<file path="config.mk">
export PLATFORM = sky130hd
export DESIGN_NAME = drysponge_f_driver_flat
export DESIGN_NICKNAME = d
export VERILOG_FILES = /design/src/rtl/drysponge_f_driver_if.sv /design/src/rtl/drysponge_f_driver.sv /design/src/flat_wrapper.sv
export SDC_FILE = /design/constraint.sdc
export NUM_CORES = 2
export LEC_CHECK = 0
export BUFFER_PORTS_ARGS = -buffer_cell sky130_fd_sc_hd__buf_2
export CAP_MARGIN = 0
export CORE_AREA = 2 2 594 596
export CTS_BUF_LIST = sky130_fd_sc_hd__clkbuf_8
export CTS_CLUSTER_DIAMETER = 120
export CTS_CLUSTER_SIZE = 8
export DETAILED_ROUTE_END_ITERATION = 16
export DIE_AREA = 0 0 596 598
export RECOVER_POWER = 50
export SLEW_MARGIN = 40
export SYNTH_ARGS = -nofsm -noshare
export SYNTH_HDL_FRONTEND = slang
export SYNTH_SLANG_ARGS = --single-unit
</file>
<file path="constraint.sdc">
create_clock -name clk -period 2.3 [get_ports clk]
set_input_delay 0.46 -clock clk [delete_from_list [all_inputs] [get_ports clk]]
set_output_delay 0.46 -clock clk [all_outputs]
set_load 0.02 [all_outputs]
</file>
<file path="src/rtl/drysponge_f_driver_if.sv">
// Bus between the F driver (master) and the F compression core (slave).
// Carries the en/done handshake plus the call operands and results.
interface drysponge_f_driver_if #(
    parameter int CWIDTH      = 320,
    parameter int IWIDTH      = 128,
    parameter int DS_WIDTH    = 4,
    parameter int RWIDTH      = 32,
    parameter int ROUND_COUNT = 10
);
    logic                   f_reset;
    logic                   f_en;
    logic [CWIDTH-1:0]      f_c;
    logic [IWIDTH-1:0]      f_i;
    logic [DS_WIDTH-1:0]    f_ds;
    logic [ROUND_COUNT-1:0] f_rounds;
    logic [CWIDTH-1:0]      f_cout;
    logic [RWIDTH-1:0]      f_rout;
    logic                   f_done;

    modport master (
        output f_reset, f_en, f_c, f_i, f_ds, f_rounds,
        input  f_cout, f_rout, f_done
    );

    modport slave (
        input  f_reset, f_en, f_c, f_i, f_ds, f_rounds,
        output f_cout, f_rout, f_done
    );
endinterface

</file>
<file path="src/rtl/drysponge_f_driver.sv">
// Sequencer for the F compression core: packs 32-bit words into blocks,
// pads short final blocks, builds the domain code, runs one F call per
// block while threading the chaining state, and streams each rout out.
module drysponge_f_driver #(
    parameter int CWIDTH      = 320,
    parameter int IWIDTH      = 128,
    parameter int DS_WIDTH    = 4,
    parameter int RWIDTH      = 32,
    parameter int ROUND_COUNT = 10
) (
    input  logic                   clk,
    input  logic                   reset,
    input  logic                   start,
    input  logic                   empty_msg,
    input  logic [CWIDTH-1:0]      c_init,
    input  logic [1:0]             domain,
    input  logic [ROUND_COUNT-1:0] rounds_cfg,
    input  logic [31:0]            din,
    input  logic                   din_valid,
    input  logic                   din_last,
    output logic                   din_ready,
    drysponge_f_driver_if.master   fbus,
    output logic [RWIDTH-1:0]      rout_data,
    output logic                   rout_valid,
    output logic [CWIDTH-1:0]      c_final,
    output logic                   busy,
    output logic                   done
);
    localparam int WORDS = IWIDTH / 32;
    localparam int KW    = (WORDS > 1) ? $clog2(WORDS) : 1;

    typedef enum logic [2:0] {IDLE, COLLECT, ARM, CALL, FINISH} state_t;

    state_t                 state_reg, state_next;
    logic [CWIDTH-1:0]      c_reg, c_next;
    logic [1:0]             domain_reg, domain_next;
    logic [ROUND_COUNT-1:0] rounds_reg, rounds_next;
    logic [IWIDTH-1:0]      block_reg, block_next;
    logic [KW-1:0]          k_reg, k_next;
    logic                   padded_reg, padded_next;
    logic                   final_reg, final_next;

    logic                   f_en_reg, f_en_next;
    logic [CWIDTH-1:0]      f_c_reg, f_c_next;
    logic [IWIDTH-1:0]      f_i_reg, f_i_next;
    logic [DS_WIDTH-1:0]    f_ds_reg, f_ds_next;
    logic [ROUND_COUNT-1:0] f_rounds_reg, f_rounds_next;
    logic [RWIDTH-1:0]      rout_data_reg, rout_data_next;
    logic                   rout_valid_reg, rout_valid_next;
    logic [CWIDTH-1:0]      c_final_reg, c_final_next;
    logic                   done_reg, done_next;
    logic                   din_ready_reg, din_ready_next;

    // Block contents after accepting din into slot k; when din_last closes a
    // short block, the slot right after it gets the 0x00000001 pad word.
    logic [IWIDTH-1:0]      collect_block;

    genvar gi;
    generate
        for (gi = 0; gi < WORDS; gi++) begin : g_slot
            assign collect_block[32*gi +: 32] =
                (KW'(gi) == k_reg)                  ? din :
                (din_last && (KW'(gi) > k_reg))     ?
                    ((KW'(gi) == k_reg + KW'(1)) ? 32'h0000_0001 : 32'h0) :
                block_reg[32*gi +: 32];
        end
    endgenerate

    // Next-state and next-output logic for the session sequencer.
    always_comb begin
        state_next      = state_reg;
        c_next          = c_reg;
        domain_next     = domain_reg;
        rounds_next     = rounds_reg;
        block_next      = block_reg;
        k_next          = k_reg;
        padded_next     = padded_reg;
        final_next      = final_reg;
        f_en_next       = f_en_reg;
        f_c_next        = f_c_reg;
        f_i_next        = f_i_reg;
        f_ds_next       = f_ds_reg;
        f_rounds_next   = f_rounds_reg;
        rout_data_next  = rout_data_reg;
        rout_valid_next = 1'b0;
        c_final_next    = c_final_reg;
        done_next       = 1'b0;

        case (state_reg)
            IDLE: begin
                if (start) begin
                    c_next      = c_init;
                    domain_next = domain;
                    rounds_next = rounds_cfg;
                    k_next      = '0;
                    block_next  = '0;
                    padded_next = 1'b0;
                    final_next  = 1'b0;
                    if (empty_msg) begin
                        block_next  = {{(IWIDTH-32){1'b0}}, 32'h0000_0001};
                        padded_next = 1'b1;
                        final_next  = 1'b1;
                        state_next  = ARM;
                    end else begin
                        state_next  = COLLECT;
                    end
                end
            end
            COLLECT: begin
                if (din_valid && din_ready_reg) begin
                    block_next = collect_block;
                    if (k_reg == KW'(WORDS-1)) begin
                        // Full block: never padded, even when it is the last.
                        padded_next = 1'b0;
                        final_next  = din_last;
                        k_next      = '0;
                        state_next  = ARM;
                    end else if (din_last) begin
                        padded_next = 1'b1;
                        final_next  = 1'b1;
                        k_next      = k_reg + KW'(1);
                        state_next  = ARM;
                    end else begin
                        k_next      = k_reg + KW'(1);
                    end
                end
            end
            ARM: begin
                f_en_next  = 1'b1;
                state_next = CALL;
            end
            CALL: begin
                if (fbus.f_done) begin
                    c_next          = fbus.f_cout;
                    rout_data_next  = fbus.f_rout;
                    rout_valid_next = 1'b1;
                    f_en_next       = 1'b0;
                    block_next      = '0;
                    k_next          = '0;
                    state_next      = final_reg ? FINISH : COLLECT;
                end
            end
            FINISH: begin
                c_final_next = c_reg;
                done_next    = 1'b1;
                state_next   = IDLE;
            end
            default: state_next = IDLE;
        endcase

        // Call operands are loaded on entry to ARM and held through CALL.
        if (state_next == ARM) begin
            f_c_next      = c_next;
            f_i_next      = block_next;
            f_ds_next     = DS_WIDTH'({domain_next, final_next, padded_next});
            f_rounds_next = rounds_next;
        end

        din_ready_next = (state_next == COLLECT);
    end

    // State and registered-output update with synchronous reset.
    always_ff @(posedge clk) begin
        if (reset) begin
            state_reg      <= IDLE;
            c_reg          <= '0;
            domain_reg     <= '0;
            rounds_reg     <= '0;
            block_reg      <= '0;
            k_reg          <= '0;
            padded_reg     <= 1'b0;
            final_reg      <= 1'b0;
            f_en_reg       <= 1'b0;
            f_c_reg        <= '0;
            f_i_reg        <= '0;
            f_ds_reg       <= '0;
            f_rounds_reg   <= '0;
            rout_data_reg  <= '0;
            rout_valid_reg <= 1'b0;
            c_final_reg    <= '0;
            done_reg       <= 1'b0;
            din_ready_reg  <= 1'b0;
        end else begin
            state_reg      <= state_next;
            c_reg          <= c_next;
            domain_reg     <= domain_next;
            rounds_reg     <= rounds_next;
            block_reg      <= block_next;
            k_reg          <= k_next;
            padded_reg     <= padded_next;
            final_reg      <= final_next;
            f_en_reg       <= f_en_next;
            f_c_reg        <= f_c_next;
            f_i_reg        <= f_i_next;
            f_ds_reg       <= f_ds_next;
            f_rounds_reg   <= f_rounds_next;
            rout_data_reg  <= rout_data_next;
            rout_valid_reg <= rout_valid_next;
            c_final_reg    <= c_final_next;
            done_reg       <= done_next;
            din_ready_reg  <= din_ready_next;
        end
    end

    // F is held in reset during driver reset and for the ARM cycle before each call.
    assign fbus.f_reset  = reset | (state_reg == ARM);
    assign fbus.f_en     = f_en_reg;
    assign fbus.f_c      = f_c_reg;
    assign fbus.f_i      = f_i_reg;
    assign fbus.f_ds     = f_ds_reg;
    assign fbus.f_rounds = f_rounds_reg;

    assign din_ready  = din_ready_reg;
    assign rout_data  = rout_data_reg;
    assign rout_valid = rout_valid_reg;
    assign c_final    = c_final_reg;
    assign done       = done_reg;
    assign busy       = (state_reg != IDLE);
endmodule

</file>
<file path="src/flat_wrapper.sv">
// flat-port wrapper written by rule: the top's interface ports become plain ports
module drysponge_f_driver_flat 
#(
    parameter int CWIDTH      = 320,
    parameter int IWIDTH      = 128,
    parameter int DS_WIDTH    = 4,
    parameter int RWIDTH      = 32,
    parameter int ROUND_COUNT = 10
)
  (clk, reset, start, empty_msg, c_init, domain, rounds_cfg, din, din_valid, din_last, din_ready, rout_data, rout_valid, c_final, busy, done, fbus_f_reset, fbus_f_en, fbus_f_c, fbus_f_i, fbus_f_ds, fbus_f_rounds, fbus_f_cout, fbus_f_rout, fbus_f_done);
  drysponge_f_driver_if #(.CWIDTH(CWIDTH), .IWIDTH(IWIDTH), .DS_WIDTH(DS_WIDTH), .RWIDTH(RWIDTH), .ROUND_COUNT(ROUND_COUNT)) fbus_i ();
  input  logic clk;
  input  logic reset;
  input  logic start;
  input  logic empty_msg;
  input  logic [CWIDTH-1:0] c_init;
  input  logic [1:0] domain;
  input  logic [ROUND_COUNT-1:0] rounds_cfg;
  input  logic [31:0] din;
  input  logic din_valid;
  input  logic din_last;
  output logic din_ready;
  output logic [RWIDTH-1:0] rout_data;
  output logic rout_valid;
  output logic [CWIDTH-1:0] c_final;
  output logic busy;
  output logic done;
  output wire logic [$bits(fbus_i.f_reset)-1:0] fbus_f_reset;
  output wire logic [$bits(fbus_i.f_en)-1:0] fbus_f_en;
  output wire logic [$bits(fbus_i.f_c)-1:0] fbus_f_c;
  output wire logic [$bits(fbus_i.f_i)-1:0] fbus_f_i;
  output wire logic [$bits(fbus_i.f_ds)-1:0] fbus_f_ds;
  output wire logic [$bits(fbus_i.f_rounds)-1:0] fbus_f_rounds;
  input wire logic [$bits(fbus_i.f_cout)-1:0] fbus_f_cout;
  input wire logic [$bits(fbus_i.f_rout)-1:0] fbus_f_rout;
  input wire logic [$bits(fbus_i.f_done)-1:0] fbus_f_done;
  assign fbus_f_reset = fbus_i.f_reset;
  assign fbus_f_en = fbus_i.f_en;
  assign fbus_f_c = fbus_i.f_c;
  assign fbus_f_i = fbus_i.f_i;
  assign fbus_f_ds = fbus_i.f_ds;
  assign fbus_f_rounds = fbus_i.f_rounds;
  assign fbus_i.f_cout = fbus_f_cout;
  assign fbus_i.f_rout = fbus_f_rout;
  assign fbus_i.f_done = fbus_f_done;
  drysponge_f_driver #(.CWIDTH(CWIDTH), .IWIDTH(IWIDTH), .DS_WIDTH(DS_WIDTH), .RWIDTH(RWIDTH), .ROUND_COUNT(ROUND_COUNT)) u_core (.clk(clk), .reset(reset), .start(start), .empty_msg(empty_msg), .c_init(c_init), .domain(domain), .rounds_cfg(rounds_cfg), .din(din), .din_valid(din_valid), .din_last(din_last), .din_ready(din_ready), .fbus(fbus_i), .rout_data(rout_data), .rout_valid(rout_valid), .c_final(c_final), .busy(busy), .done(done));
endmodule
</file>
## After elaboration in Yosys (flattened, before gate mapping)

Index checks and enable logic that the tools add are counted.

| storage, ports and cells | value |
|---|---|
| register bits after elaboration | 1285 |
| bits of input ports | 723 |
| output and inout bits | 820 |

| cells by class | value |
|---|---|
| add/sub/neg operators | 1 |
| $lt $le $gt $ge | 4 |
| equality and inequality tests | 16 |
| multiplexer cells | 52 |
| bitwise logic cells | 2 |
| reduce and logical (&&, ||, !) cells | 15 |

Operators by type and width:

| kind | number |
|---|---|
| two-way mux 320 bit | 2 |
| case mux 320 bit (2 select lines) | 1 |
| two-way mux 128 bit | 3 |
| case mux 128 bit (3 select lines) | 1 |
| two-way mux 32 bit | 8 |
| two-way mux 10 bit | 2 |
| two-way mux 3 bit | 6 |
| two-way mux 1 bit | 17 |
| two-way mux 2 bit | 7 |
| case mux 3 bit (4 select lines) | 1 |
| equality test 3 x 2 -> 1 bit (second input constant) | 3 |
| equality test 2 bit (first input constant) | 4 |
| equality test 3 x 1 -> 1 bit (second input constant) | 2 |
| case mux 1 bit (2 select lines) | 3 |
| case mux 2 bit (3 select lines) | 1 |
| nonzero test 3 bit | 2 |
| logical AND 1 bit | 5 |
| equality test 1 x 2 -> 1 bit (first input constant) | 2 |
| greater-than comparator 1 x 2 -> 1 bit (first input constant) | 2 |
| greater-than comparator 2 bit (first input constant) | 2 |
| logical NOT 2 bit | 2 |
| inequality test 2 bit (second input constant) | 2 |
| AND reduction 2 bit | 2 |
| AND reduction 4 bit | 1 |
| 9 further kinds | 9 |

## Logic depth before layout (Yosys ltp)

| logic depth | value |
|---|---|
| depth in word-level cells | 7 |
| mapped depth | 9 |
| depth with buffers taken out | 7 |

## Worst setup path before layout

OpenSTA, ideal clock, no wires.

| timing | value |
|---|---|
| path type | input port to flip-flop |
| start point | in start |
| end point | reg u_core.f_c_reg[119], in the netlist u_core.fbus.f_c[119] |
| setup time | 0.134 ns |
| arrival | 1.802 ns |
| setup slack | 0.364 ns |
| stages | 8 |
| buffers on the path | 3 |
| path through | nor3b_1 a31oi_1 or2_2 clkbuf_2 clkbuf_1 clkbuf_1 a222oi_1 a211oi_1 |

| on the way | value |
|---|---|
| longest elaborated chain between the ends | 3 |

Ends and longest elaborated chain:

| element | RTL line | text |
|---|---|---|
| start, declared | flat_wrapper.sv:14 | `input logic start;` |
| two-way mux 3 bit | drysponge_f_driver.sv:91 | `if (start) begin` |
| case mux 3 bit (4 select lines) | drysponge_f_driver.sv:89 | `case (state_reg)` |
| equality test 3 x 2 -> 1 bit | drysponge_f_driver.sv:152 | `if (state_next == ARM) begin` |
| end signal, assigned | drysponge_f_driver.sv:193 | `f_c_reg <= f_c_next;` |
| end, declared | drysponge_f_driver.sv:44 | `logic [CWIDTH-1:0] f_c_reg, f_c_next;` |

Several ways; a longest one is shown, not always the timed one.
A chain may end at the register's enable or synchronous reset.

## Worst setup path after layout

| timing | value |
|---|---|
| start point | reg u_core.state_reg[0] |
| end point | reg u_core.c_reg[74] |

| on the way | value |
|---|---|
| longest elaborated chain between the ends | 2 |

Ends and longest elaborated chain:

| element | RTL line | text |
|---|---|---|
| start, declared | drysponge_f_driver.sv:34 | `state_t state_reg, state_next;` |
| start signal, assigned | drysponge_f_driver.sv:184 | `state_reg <= state_next;` |
| equality test 3 x 2 -> 1 bit or logical NOT 3 bit (tied branches) | drysponge_f_driver.sv:89 |  |
| case mux 320 bit (2 select lines) (*) | drysponge_f_driver.sv:89 |  |
| end signal, assigned | drysponge_f_driver.sv:185 | `c_reg <= c_next;` |
| end, declared | drysponge_f_driver.sv:35 | `logic [CWIDTH-1:0] c_reg, c_next;` |

Mark *: on every way between the ends. The rest lies on a longest branch, timed or not.

==> metrics.csv <==
metric,value,unit
fp.dieArea,0.356,mm²
grt_use_total,16.4,%
path_cells,buf_6 -> buf_6 -> clkbuf_2 -> nor4b_4 -> buf_4 -> buf_6 -> buf_12 -> buf_16 -> buf_12 -> buf_16 -> a222oi_1 -> buf_4 -> nor2_1,
drtPass1Iterations,14,
hold_viol,0,
synth_cell_type_count,44,
yosys-top-cells-area,"dfxtp_1 58%, nor2_1 7.6%, a222oi_1 7.4%",
clock_latency,1.00,ns
grt_pass1_wl,401000,µm
crit_top_cell,buf_6,
register_area,0.0251,mm²
drt-initial-drc-count,7338,
slowest_stage,a222oi_1,
max_cap_violations,0,
core,0.351,mm²
wl_per_cell,27.6,µm
crit_family,buffers and inverters,
final.setup_skew,0.0660,ns
power_density,722,mW/mm²
synth.net_count,5400,
synth_ff_type,dfxtp_1,
worstMarginPinSlew,0.613,ns
ant_nets,0,
status,finished with violations,
fin_ws,-0.181,ns
max-vdd-ir-drop,0.000462,V
route.met3.wl,38500,µm
setup_viol,248,
cp_data_required_time,3.13,ns
place_congestion,0.994,
crit_path_end_kind,flop,
yosys.area.top_type_share,58.3,%
crit_arrival,3.31,ns
die_height,598,µm
wl_met1,125000,µm
io_buffer_count,1542,
fin_tns_setup,-11.67,ns
yosysSeqAreaShare,58.3,%
async_flop_share,0,%
totalWireLength,329000,µm
yosys_warnings,0,
final_common_cell,dfxtp_1,
drive_gt1_share,27.4,%
relSlewSlack,59.1,%
synth_edf_count,0,
synthCells,4671,
max_freq,403,MHz
crit_type,flop to flop,
worst-path-buf-inv,10,
critical_path.max_fanout,16,
rows,218,
rsz0062_at_grt,true,
ys_ff_latch,1253,
vias,49866,
clockRootBuffer,clkbuf_8,
finish.net_count,7903,
grt_max_degree,109,
clockBufferDepth,4,
slowest_delay,0.45,ns
drc_errors,0,
dpl.hpwl,252000,µm
initial_core_util,12.3,%
die_w,596,µm
cts_buffers,184,
pin_count,1543,
antenna_found_initial,208,
syn-cell-area,0.0430,mm²
hp-class,input pin to flop,
path_clk_slew,0.08,ns
grt_pass1_vias,45346,
slew_violations,0,
htree_levels,4,
grt_overflow,0,
fillers,38880,
leakage,27.2,nW
worstSetupStartpoint,u_core.state_reg[0],
multi_input_area,0.0164,mm²
start_kind,flop,
r2r_start,u_core.state_reg[0],
synth_area_per_cell,9.21,µm²
violations,setup timing,
final_cell_mix,"1240 x dfxtp_1, 1091 x buf_2, 851 x nor2_1",
cts.sinks,1253,
dr_wl_met2,145000,µm
post-route-min-period,2.48,ns
yosysTopAreaCell,dfxtp_1,
total_power,51.7,mW
highest_layer,met5,
min_period_over_period,108,%
cts_tree,done,
syn_to_final_growth,66.3,%
via_per_inst,4.19,
hp-start,fbus_f_rout[23],
==> metrics by stage <==
| step | worst slack (ns) | hold slack, ns | std cells | util [%] | cell area, µm² |
|---|---|---|---|---|---|
| floorplan | 0.364 | 0.431 | 4671 | - | 43000 |
| global placement | -0.298 | 0.436 | 10709 | 16.5 | 58000 |
| detailed placement | -0.279 | 0.442 | 10709 | 16.5 | 58000 |
| CTS | -0.240 | 0.114 | 11659 | 19.6 | 68600 |
| global route | -0.228 | 0.192 | 11855 | 20.4 | 71400 |
| finish | -0.181 | 0.272 | 11911 | 20.4 | 71500 |
==> worst reg2reg max path, cell delays in order, from the launching register on <==
cell and delay [ns]:
dfxtp_2 0.35, buf_6 0.12, buf_6 0.11, clkbuf_2 0.14, nor4b_4 0.05, buf_4 0.13
buf_6 0.12, buf_12 0.15, buf_16 0.18, buf_12 0.20, buf_16 0.14, a222oi_1 0.46
buf_4 0.19, nor2_1 0.03
==> timing repair <==
action,4_1_cts,5_1_grt
gates resized for setup,87,211
endpoints found under the setup margin,86,289
pin swaps,11,151
setup buffers,16,89
hold buffers,722,0
hold endpoints to repair,940,0
gates cloned,4,74
==> cells by family after synthesis <==
logic type                 after synthesis  share of synthesized area, %
AOI/OAI and AO/OA                     1258                          21.9
adders and majority gates                6                         0.175
buffers and inverters                  458                          4.47
DFF                                   1253                          58.3
muxes                                   12                         0.279
and+or+nand+nor                       1684                          14.9
==> layout make-up <==
class | instances | area share (%)
timing repair buffer | 2770 | 29.6
inverter | 5 | 0.0262
antenna | 95 | 0.332
clock buffer | 187 | 3.60
multi-input combinational | 2960 | 22.9
clock inverter | 21 | 0.317
sequential | 1253 | 35.1
tap | 4620 | 8.08
==> worst paths after layout <==
path                                        endpoint  slack (ns)  cells after the start
worst max-delay path                u_core.c_reg[74]       -0.18                     13
worst min-delay path            u_core.rout_data[23]        0.27                      4
worst max register to register      u_core.c_reg[74]       -0.18                     13
worst min register to register   u_core.c_final[192]        0.41                      2
==> cells in the mapped netlist, types with 4 or more instances <==
master	count
a211oi_1	400
a211oi_2	30
a21oi_1	396
a222oi_1	320
a22oi_1	96
buf_1	11
buf_2	118
buf_4	12
clkbuf_1	310
dfxtp_1	1253
ha_1	6
inv_1	5
mux2i_1	12
nand2_1	788
nand3_1	4
nor2_1	868
o21ai_0	5
==> layer usage <==
layer  up-vias  track usage (%)
li1      21712                -
met1     23807             19.2
met2      3439             25.7
met3       862             6.78
met4        46             8.23
met5         -           0.0267
==> where the power goes <==
group	leakage, nW	switching [mW]	internal [mW]
Combinational	15.5	6.80	4.58
Sequential	10.2	0.793	22.9
Clock	1.44	9.11	7.46
Total	27.2	16.7	35.0
No activity file was read; power rests on OpenSTA's default activity.
